File: src/rtl/rat_reduce.sv
// Reduces an unsigned rational num/den to lowest terms: binary GCD, then two
// parallel restoring dividers divide both terms by the GCD.
module rat_reduce #(
    parameter int WIDTH = 32
) (
    input  logic             clk,
    input  logic             rst,
    input  logic             in_valid,
    output logic             in_ready,
    input  logic [WIDTH-1:0] in_num,
    input  logic [WIDTH-1:0] in_den,
    output logic             out_valid,
    input  logic             out_ready,
    output logic [WIDTH-1:0] out_num,
    output logic [WIDTH-1:0] out_den,
    output logic             out_err
);

    localparam int KW = (WIDTH > 2) ? $clog2(WIDTH) : 1;

    typedef enum logic [1:0] {IDLE, GCD, DIV, DONE} state_t;

    state_t                     state_reg;
    logic [WIDTH-1:0]           a_reg;
    logic [WIDTH-1:0]           b_reg;
    logic [KW-1:0]              k_reg;
    logic [WIDTH-1:0]           g_reg;
    logic [KW-1:0]              cnt_reg;
    logic [1:0][WIDTH-1:0]      q_reg;
    logic [1:0][WIDTH-1:0]      r_reg;
    logic                       in_ready_reg;
    logic                       out_valid_reg;
    logic [WIDTH-1:0]           out_num_reg;
    logic [WIDTH-1:0]           out_den_reg;
    logic                       out_err_reg;

    logic [1:0][WIDTH:0]        r_shift;
    logic [1:0]                 fit;
    logic [1:0][WIDTH-1:0]      r_next;
    logic [1:0][WIDTH-1:0]      q_next;

    // Divider 0 handles the numerator, divider 1 the denominator. The dividend
    // register doubles as the quotient register: quotient bits shift in at the LSB.
    generate
        for (genvar gi = 0; gi < 2; gi++) begin : g_div
            assign r_shift[gi] = {r_reg[gi], q_reg[gi][WIDTH-1]};
            assign fit[gi]     = (r_shift[gi] >= {1'b0, g_reg});
            assign r_next[gi]  = fit[gi] ? (r_shift[gi][WIDTH-1:0] - g_reg)
                                         : r_shift[gi][WIDTH-1:0];
            assign q_next[gi]  = {q_reg[gi][WIDTH-2:0], fit[gi]};
        end
    endgenerate

    always_ff @(posedge clk or posedge rst) begin
        if (rst) begin
            state_reg     <= IDLE;
            a_reg         <= '0;
            b_reg         <= '0;
            k_reg         <= '0;
            g_reg         <= '0;
            cnt_reg       <= '0;
            q_reg         <= '0;
            r_reg         <= '0;
            in_ready_reg  <= 1'b0;
            out_valid_reg <= 1'b0;
            out_num_reg   <= '0;
            out_den_reg   <= '0;
            out_err_reg   <= 1'b0;
        end else begin
            case (state_reg)
                IDLE: begin
                    in_ready_reg <= 1'b1;
                    if (in_valid && in_ready_reg) begin
                        in_ready_reg <= 1'b0;
                        if (in_den == '0) begin
                            out_num_reg <= '0;
                            out_den_reg <= '0;
                            out_err_reg <= 1'b1;
                            state_reg   <= DONE;
                        end else if (in_num == '0) begin
                            out_num_reg <= '0;
                            out_den_reg <= WIDTH'(1);
                            out_err_reg <= 1'b0;
                            state_reg   <= DONE;
                        end else begin
                            a_reg     <= in_num;
                            b_reg     <= in_den;
                            k_reg     <= '0;
                            q_reg     <= {in_den, in_num};
                            r_reg     <= '0;
                            state_reg <= GCD;
                        end
                    end
                end
                GCD: begin
                    if (a_reg == b_reg) begin
                        g_reg     <= a_reg << k_reg;
                        cnt_reg   <= '0;
                        state_reg <= DIV;
                    end else if (!a_reg[0] && !b_reg[0]) begin
                        a_reg <= a_reg >> 1;
                        b_reg <= b_reg >> 1;
                        k_reg <= k_reg + 1'b1;
                    end else if (!a_reg[0]) begin
                        a_reg <= a_reg >> 1;
                    end else if (!b_reg[0]) begin
                        b_reg <= b_reg >> 1;
                    end else if (a_reg > b_reg) begin
                        a_reg <= (a_reg - b_reg) >> 1;
                    end else begin
                        b_reg <= (b_reg - a_reg) >> 1;
                    end
                end
                DIV: begin
                    q_reg   <= q_next;
                    r_reg   <= r_next;
                    cnt_reg <= cnt_reg + 1'b1;
                    if (cnt_reg == KW'(WIDTH - 1)) begin
                        out_num_reg   <= q_next[0];
                        out_den_reg   <= q_next[1];
                        out_err_reg   <= 1'b0;
                        out_valid_reg <= 1'b1;
                        state_reg     <= DONE;
                    end
                end
                DONE: begin
                    // Bypass results arrive with out_valid low; raise it one cycle later.
                    if (!out_valid_reg) begin
                        out_valid_reg <= 1'b1;
                    end else if (out_ready) begin
                        out_valid_reg <= 1'b0;
                        in_ready_reg  <= 1'b1;
                        state_reg     <= IDLE;
                    end
                end
                default: state_reg <= IDLE;
            endcase
        end
    end

    assign in_ready  = in_ready_reg;
    assign out_valid = out_valid_reg;
    assign out_num   = out_num_reg;
    assign out_den   = out_den_reg;
    assign out_err   = out_err_reg;

endmodule

File: config.mk
export PLATFORM = sky130hd
export DESIGN_NAME = rat_reduce
export DESIGN_NICKNAME = d
export VERILOG_FILES = /design/src/rtl/rat_reduce.sv
export SDC_FILE = /design/constraint.sdc
export NUM_CORES = 1
export LEC_CHECK = 0
export CORE_ASPECT_RATIO = 0.8
export CORE_MARGIN = 4
export CORE_UTILIZATION = 50
export DETAILED_ROUTE_END_ITERATION = 6
export GPL_TIMING_DRIVEN = 0
export PLACE_DENSITY = 0.69
export SYNTH_ARGS = -nofsm -noshare
export SYNTH_HDL_FRONTEND = slang
export SYNTH_SLANG_ARGS = --single-unit
File: constraint.sdc
create_clock -name clk -period 19.7 [get_ports clk]
set_input_delay 2.955 -clock clk [delete_from_list [all_inputs] [get_ports clk]]
set_output_delay 2.955 -clock clk [all_outputs]
set_load 0.01 [all_outputs]
# Word-level counts from Yosys, hierarchy flattened
# Cells that the tools add are included.
# W data, S select, Z words.
# totals
in_bits	68
out_inout_bits	67
reg_bits	303
romBits	0
latch_bits	0
elab_cells	137
mem_bits_rw	0
mem_count	0
# classes
n_reduce_logical	24
order_cmp	3
n_eq_ne	19
muxes	67
n_shift	1
add_sub_neg	6
multipliers	0
n_bitwise	0
n_div	0
# ops
cell	count
$mux W32	26
$mux W64	6
$pmux W32 S2	4
$pmux W64 S2	2
$sub A32 B32 Y32	4
$ge A33 B32 Y1	2
$logic_not A32 Y1	2
$eq A32 B32 Y1	1
$gt A32 B32 Y1	1
$shl A32 B5 Y32	1
$mux W5	6
$pmux W5 S2	2
$ne A2 B2 Y1 const B	9
$mux W2	7
$reduce_and A7 Y1	2
$ne A4 B4 Y1 const B	3
$reduce_and A6 Y1	2
$add A5 B1 Y5 const B	2
$mux W1	10
$reduce_and A5 Y1	2
$reduce_bool A2 Y1	5
$pmux W2 S4	1
$reduce_and A4 Y1	2
$ne A3 B3 Y1 const B	2
9 further kinds	16

# Depth between registers and ports, before layout
# Gate-level depths: netlist of run 1.
# logic_depth
ltp_word	7
depth_mapped	14
mapped_depth_nobuf	12

# Worst setup path before layout of run 1
# Ideal clock, no wire load.
# synth_timing
path_type	input -> register
start	in in_valid
end	reg a_reg[1]
path_buffers	3
t_arrival_ns	4.656
setup_slack_ns	14.949
required_time_ns	19.605
stages	9
setup_time_ns	0.095
cell_sequence	nand2_1 -> o21bai_1 -> a21oi_1 -> o211ai_1 -> buf_2 -> a221o_1 -> buf_2 -> buf_2 -> o31ai_1
# synth_via
elab_chain_cells	3
# synth_rtl
item	line	source
from (decl)	8	input logic in_valid,
$logic_and A1 B1 Y1	73	if (in_valid && in_ready_reg) begin
$ne A2 B2 Y1 (no line)	n/a	
$reduce_and A7 Y1 (no line)	n/a	
to (signal assigned)	86	a_reg <= in_num;
to (signal assigned)	101	a_reg <= a_reg >> 1;
to (signal assigned)	105	a_reg <= a_reg >> 1;
to (decl)	24	logic [WIDTH-1:0] a_reg;
# Every way passes these cells.
# A chain may end at the register's enable or synchronous reset.

# Worst setup path after layout of run 1
# layout_timing
start	in in_den[0]
end	reg q_reg, in the netlist q_next[50]
# layout_via
elab_chain_cells	3
# layout_rtl
item	line	source
from (decl)	11	input logic [WIDTH-1:0] in_den,
$logic_not A32 Y1	75	if (in_den == '0) begin
$ne A2 B2 Y1 (no line)	n/a	
$reduce_and A4 Y1 (no line)	n/a	
to (signal assigned)	89	q_reg <= {in_den, in_num};
to (signal assigned)	115	q_reg <= q_next;
to (decl)	29	logic [1:0][WIDTH-1:0] q_reg;
# Every way passes these cells.

==> results of run 1 <==
==> worst register-to-register path: stages (launching register included) <==
cell      delay [ps]
dfrtp_1          600
inv_1             90
ha_1             290
buf_2            190
a21oi_1          350
o211ai_1         150
o21ai_0          190
o21ai_1          280
o41ai_2          610
and2_1           340
nor3_2           130
buf_2            230
a221oi_1         530
o31ai_1          140
==> Yosys cell counts, drive strengths merged, types with 21 or more instances <==
cell      n
a211oi   21
a21o     55
a21oi   156
a221oi   51
a31oi    81
buf      61
clkbuf  116
dfrtp   303
ha      136
inv     134
mux2i    47
nand2   460
nand3    49
nand4    30
nor2    222
nor3     29
nor4     24
o21a     27
o21ai   264
o31ai    63
xnor2    58
xor2     51
==> path summary, 6_finish.rpt <==
check	startpoint	to	slack, ps	cells after the start
worst min-delay path	out_num[18]	out_num[18]	480	2
worst max register to register	a_reg[11]	a_reg[9]	15430	13
max in group asynchronous	rst	q_next[11]	15280	4
worst min register to register	out_num[18]	out_num[18]	480	2
min in group asynchronous	rst	a_reg[19]	2880	2
worst max-delay path	in_den[0]	q_next[50]	13670	10
==> stage by stage <==
| stage | setup slack (ps) | cells | hold slack, ps |
|---|---|---|---|
| after floorplan | 8370 | 2690 | 450 |
| after CTS | 13740 | 3449 | 484 |
| after global routing | 13380 | 3449 | 508 |
| final | 13670 | 3449 | 483 |
| after detailed placement | 13180 | 3386 | 470 |
| after global placement | 4240 | 3384 | 466 |
==> cell families (layout without fill, tap and decap cells) <==
group | after synthesis | after routing | share of synthesized area
XOR/XNOR | 109 | 109 | 0.0434
flip-flops | 303 | 303 | 0.345
buffers and inverters | 312 | 511 | 0.0596
AND/OR/NAND/NOR | 891 | 891 | 0.174
AO/OA/AOI/OAI | 868 | 868 | 0.257
adder cells (fa/ha/maj) | 140 | 140 | 0.0810
multiplexers | 67 | 67 | 0.0403
==> area by class of cell <==
type,instances,area [sq um]
flip-flops and latches,303,7580
inverters,135,514
clock inverters,14,146
multi-input cells,2075,13100
plain buffers,177,803
clock buffers,49,998
repair buffers,136,1400
well taps,560,701
fillers,4046,18100
==> routing by layer <==
layer,GRT usage,up-vias
met5,0,-
met4,0.0709,2
met3,0.132,141
met2,0.452,1346
met1,0.553,10890
li1,-,10025
==> results.sh, run 1 <==
export IMPL_status="completed"
export IMPL_dr_pass1_iters=6
export IMPL_critPathKind="input pin to flop"
export IMPL_cts_buffers=35
export IMPL_num_vias=22404
export IMPL_rsz0062_at_grt="false"
export IMPL_ys_types=82
export IMPL_clk_pin_slew_worst_paths_ps=60
export IMPL_grt_overflow_total=0
export IMPL_ys_ff_latch=303
export IMPL_grt_max_degree=121
export IMPL_port_buffers=134
export IMPL_finalClockSkew_ps=38.7
export IMPL_wire_per_inst_um=24.8
export IMPL_final_cell_mix="nand2_1, dfrtp_1, o21ai_0"
export IMPL_routed_wirelength_um=85500
export IMPL_min_path_type="flop to flop"
export IMPL_critPathBufInv=4
export IMPL_timing_final_crit_share=0.306
export IMPL_critical_path_slowest_cell="clkdlybuf4s50_1"
export IMPL_path_max_fanout=10
export IMPL_layout_drive_gt1_share=0.0512
export IMPL_wl_met1_um=40100
export IMPL_arrival_ps=6440
export IMPL_dp_hpwl_um=67700
export IMPL_yosys_warnings=0
export IMPL_slew_headroom=0.249
export IMPL_final_common_cell="nand2_1"
export IMPL_slew_viol_final=0
export IMPL_grt_pass1_vias=21166
export IMPL_worst_slew_pin_transition_ps=1120
export IMPL_async_flop_share=1.00
export IMPL_cts_tree="built"
export IMPL_crit_top_cell="clkbuf_1"
export IMPL_final_area_sq_um=25200
export IMPL_antenna_found_initial=2
export IMPL_via_per_inst=6.50
export IMPL_rows=68
export IMPL_tns_ps=0
export IMPL_end_kind="flop"
export IMPL_synth_ff_type="dfrtp_1"
export IMPL_dieArea_sq_um=47400
export IMPL_grt_usage=0.352
export IMPL_crit_family="buffers and inverters"
export IMPL_root_buffer="clkbuf_16"
export IMPL_cts_resized_gates=0
export IMPL_worstSkewPairLatency_ps=570
export IMPL_routed_top_layer="met5"
export IMPL_ys_seq_area_frac=0.345
export IMPL_ioPinCount=135
export IMPL_path_cells="clkdlybuf4s50_1 > nor4_1 > nand4_1 > o21bai_1 > a21oi_1 > nor2b_1 > clkbuf_1 > clkbuf_1 > buf_1 > a31oi_1"
export IMPL_grt_pass1_wl_um=131000
export IMPL_netlist_instances=2690
export IMPL_core_sq_um=43300
export IMPL_critPathLaunchType="input pin"
export IMPL_critPathRequiredTime_ps=20100
export IMPL_fmax_mhz=166
export IMPL_cap_violations=0
export IMPL_die_x_um=242
export IMPL_antenna_cells=0
export IMPL_final_util=0.583
export IMPL_gp_congestion=1.03
export IMPL_drc=0
export IMPL_avgSynthCellArea_sq_um=8.18
export IMPL_yosys_area_top_type_share=0.345
export IMPL_synth_edf_count=0
export IMPL_fin_nets=3071
export IMPL_final_hold_viol_count=0
export IMPL_dr_wl_met2_um=31800
export IMPL_syn_nets=2898
export IMPL_dr_wl_met3_um=11900
export IMPL_initial_utilization=0.508
export IMPL_ctsHoldBuffers=0
export IMPL_max_stage_delay_ps=660
export IMPL_largest_reg_flops=64
export IMPL_synth_top_area_cell="dfrtp_1"
export IMPL_clock_sinks=303
export IMPL_finalCriticalPeriod_ps=6030
export IMPL_setup_viol=0
export IMPL_cts_setup_buffers=0
export IMPL_fp_dieH_um=196
export IMPL_clk_path_buf_depth=3
export IMPL_place_area_sq_um=24100
export IMPL_synth_cell_area_sq_um=22000
export IMPL_area_growth_pct=14.8
export IMPL_ys_top_cells_by_area="dfrtp_1, nand2_1, ha_1, o21ai_0, nor2_1"
export IMPL_antenna_left=0
export IMPL_drtIter0Drc=2701
export IMPL_htree_num_levels=2
Power of run 1 is not shown: default switching activity piles up to over one toggle a cycle in this logic, so the estimate is an artifact.
==> run 2: changes to the inputs <==
--- a/config.mk
+++ b/config.mk
@@ -10,7 +10,7 @@
 export CORE_UTILIZATION = 50
 export DETAILED_ROUTE_END_ITERATION = 6
 export GPL_TIMING_DRIVEN = 0
-export PLACE_DENSITY = 0.69
+export PLACE_DENSITY = 0.72
 export SYNTH_ARGS = -nofsm -noshare
 export SYNTH_HDL_FRONTEND = slang
 export SYNTH_SLANG_ARGS = --single-unit
==> constraint.sdc (replaced) <==
create_clock -name clk -period 5.25 [get_ports clk]
set_input_delay 0.7875 -clock clk [delete_from_list [all_inputs] [get_ports clk]]
set_output_delay 0.7875 -clock clk [all_outputs]
set_load 0.01 [all_outputs]
==> results.sh, run 2 (synthesized netlist as in run 1, its figures left out) <==
export IMPL_status="completed"
export IMPL_min_path_type="flop to flop"
export IMPL_root_buffer="clkbuf_16"
export IMPL_fp_dieH_um=196
export IMPL_cts_setup_buffers=0
export IMPL_rsz0062_at_grt="false"
export IMPL_routed_wirelength_um=86800
export IMPL_critPathKind="flop to flop"
export IMPL_final_common_cell="nand2_1"
export IMPL_via_per_inst=6.52
export IMPL_timing_final_crit_share=0.825
export IMPL_worstSkewPairLatency_ps=570
export IMPL_tns_ps=0
export IMPL_drtIter0Drc=2896
export IMPL_clock_sinks=303
export IMPL_ctsHoldBuffers=0
export IMPL_num_vias=22527
export IMPL_critPathBufInv=2
export IMPL_finalClockSkew_ps=19.8
export IMPL_final_hold_viol_count=0
export IMPL_setup_viol=0
export IMPL_initial_utilization=0.508
export IMPL_grt_pass1_vias=21411
export IMPL_largest_reg_flops=64
export IMPL_grt_max_degree=44
export IMPL_dr_pass1_iters=6
export IMPL_critPathLaunchType="flop"
export IMPL_cap_violations=0
export IMPL_hp_start="g_reg[12]"
export IMPL_finalCriticalPeriod_ps=4330
export IMPL_arrival_ps=4770
export IMPL_critPathRequiredTime_ps=5690
export IMPL_dieArea_sq_um=47400
export IMPL_grt_usage=0.356
export IMPL_ioPinCount=135
export IMPL_rows=68
export IMPL_slew_viol_final=0
export IMPL_hold_depth=2
export IMPL_end_kind="flop"
export IMPL_r2r_start="a_reg[21]"
export IMPL_cts_resized_gates=0
export IMPL_crit_family="compound AO/OA/AOI/OAI gates"
export IMPL_worst_slew_pin_transition_ps=979
export IMPL_path_max_fanout=10
export IMPL_grt_pass1_wl_um=132000
export IMPL_drc=0
export IMPL_path_cells="inv_1 > ha_1 > clkbuf_1 > nand4_1 > nor4_1 > nand3_1 > o211ai_1 > nor4bb_1 > a311oi_1 > o31ai_1 > a22o_1"
export IMPL_min_to="g_reg[12]"
export IMPL_port_buffers=134
export IMPL_final_area_sq_um=25400
export IMPL_slew_headroom=0.342
export IMPL_fin_nets=3077
export IMPL_fin_ws_ps=918
export IMPL_n_fill_cell=3897
export IMPL_critical_path_slowest_cell="nor4_1"
export IMPL_htree_num_levels=2
export IMPL_wire_per_inst_um=25.1
export IMPL_clk_path_buf_depth=3
export IMPL_area_growth_pct=15.7
export IMPL_grt_overflow_total=0
export IMPL_place_area_sq_um=24200
export IMPL_reg2reg_to="b_reg[29]"
export IMPL_reg2reg_depth=11
export IMPL_fmax_mhz=231
export IMPL_die_x_um=242
export IMPL_gp_congestion=1.06
export IMPL_antenna_found_initial=2
export IMPL_reg2reg_slack_ps=920
export IMPL_antenna_left=0
export IMPL_clk_pin_slew_worst_paths_ps=60
export IMPL_fin_hold_ws_ps=483
export IMPL_dp_hpwl_um=68700
export IMPL_core_sq_um=43300
export IMPL_final_cell_mix="nand2_1, dfrtp_1, o21ai_0"
export IMPL_layout_drive_gt1_share=0.0542
export IMPL_max_stage_delay_ps=770
export IMPL_dp_slack_ps=859
export IMPL_cts_buffers=35
export IMPL_cts_tree="built"
## run 2: worst max-delay path by stage
stage	startpoint	end	slack (ps)	cells past startpoint
CTS	a_reg[21]	b_reg[29]	1180	11
floorplan	rst	a_reg[0]	430	1
global route	a_reg[14]	b_reg[29]	810	11
detailed placement	in_den[0]	q_next[45]	860	10
finish	a_reg[21]	b_reg[29]	920	11
global placement	rst	out_den[29]	-1910	2
## run 2: layer usage
metal,up-vias,GRT usage,wire [um]
li1,10021,-,-
met1,11016,0.542,39200
met2,1322,0.476,33300
met3,164,0.136,12400
met4,4,0.0765,1880
met5,-,0,23
## run 2: worst register-to-register path: cells and delay by family (launching register included)
family / cells / cell delay, ps
buffers and inverters: 2 / 480
adder cells (fa/ha/maj): 1 / 330
AO/OA/AOI/OAI: 4 / 1460
flip-flops: 1 / 510
AND/OR/NAND/NOR: 4 / 1450
## run 2: layout make-up
cell class / count / area [sq um] / share of cell area
clock buffers: 45 / 963 / 0.0379
inverters: 135 / 510 / 0.0201
clock inverters: 19 / 280 / 0.0110
well taps: 560 / 701 / 0.0275
plain buffers: 177 / 803 / 0.0316
flip-flops and latches: 303 / 7580 / 0.298
repair buffers: 142 / 1500 / 0.0590
diodes: 1 / 2.50 / 0.0000984
multi-input cells: 2075 / 13100 / 0.515
## run 2: metrics by stage
step	utilization	std cells
final	0.588	3457
after global routing	0.587	3456
after CTS	0.587	3456
after detailed placement	0.559	3392
after global placement	0.555	3384
after floorplan	-	2690
Power of run 2 is left out for the same reason.
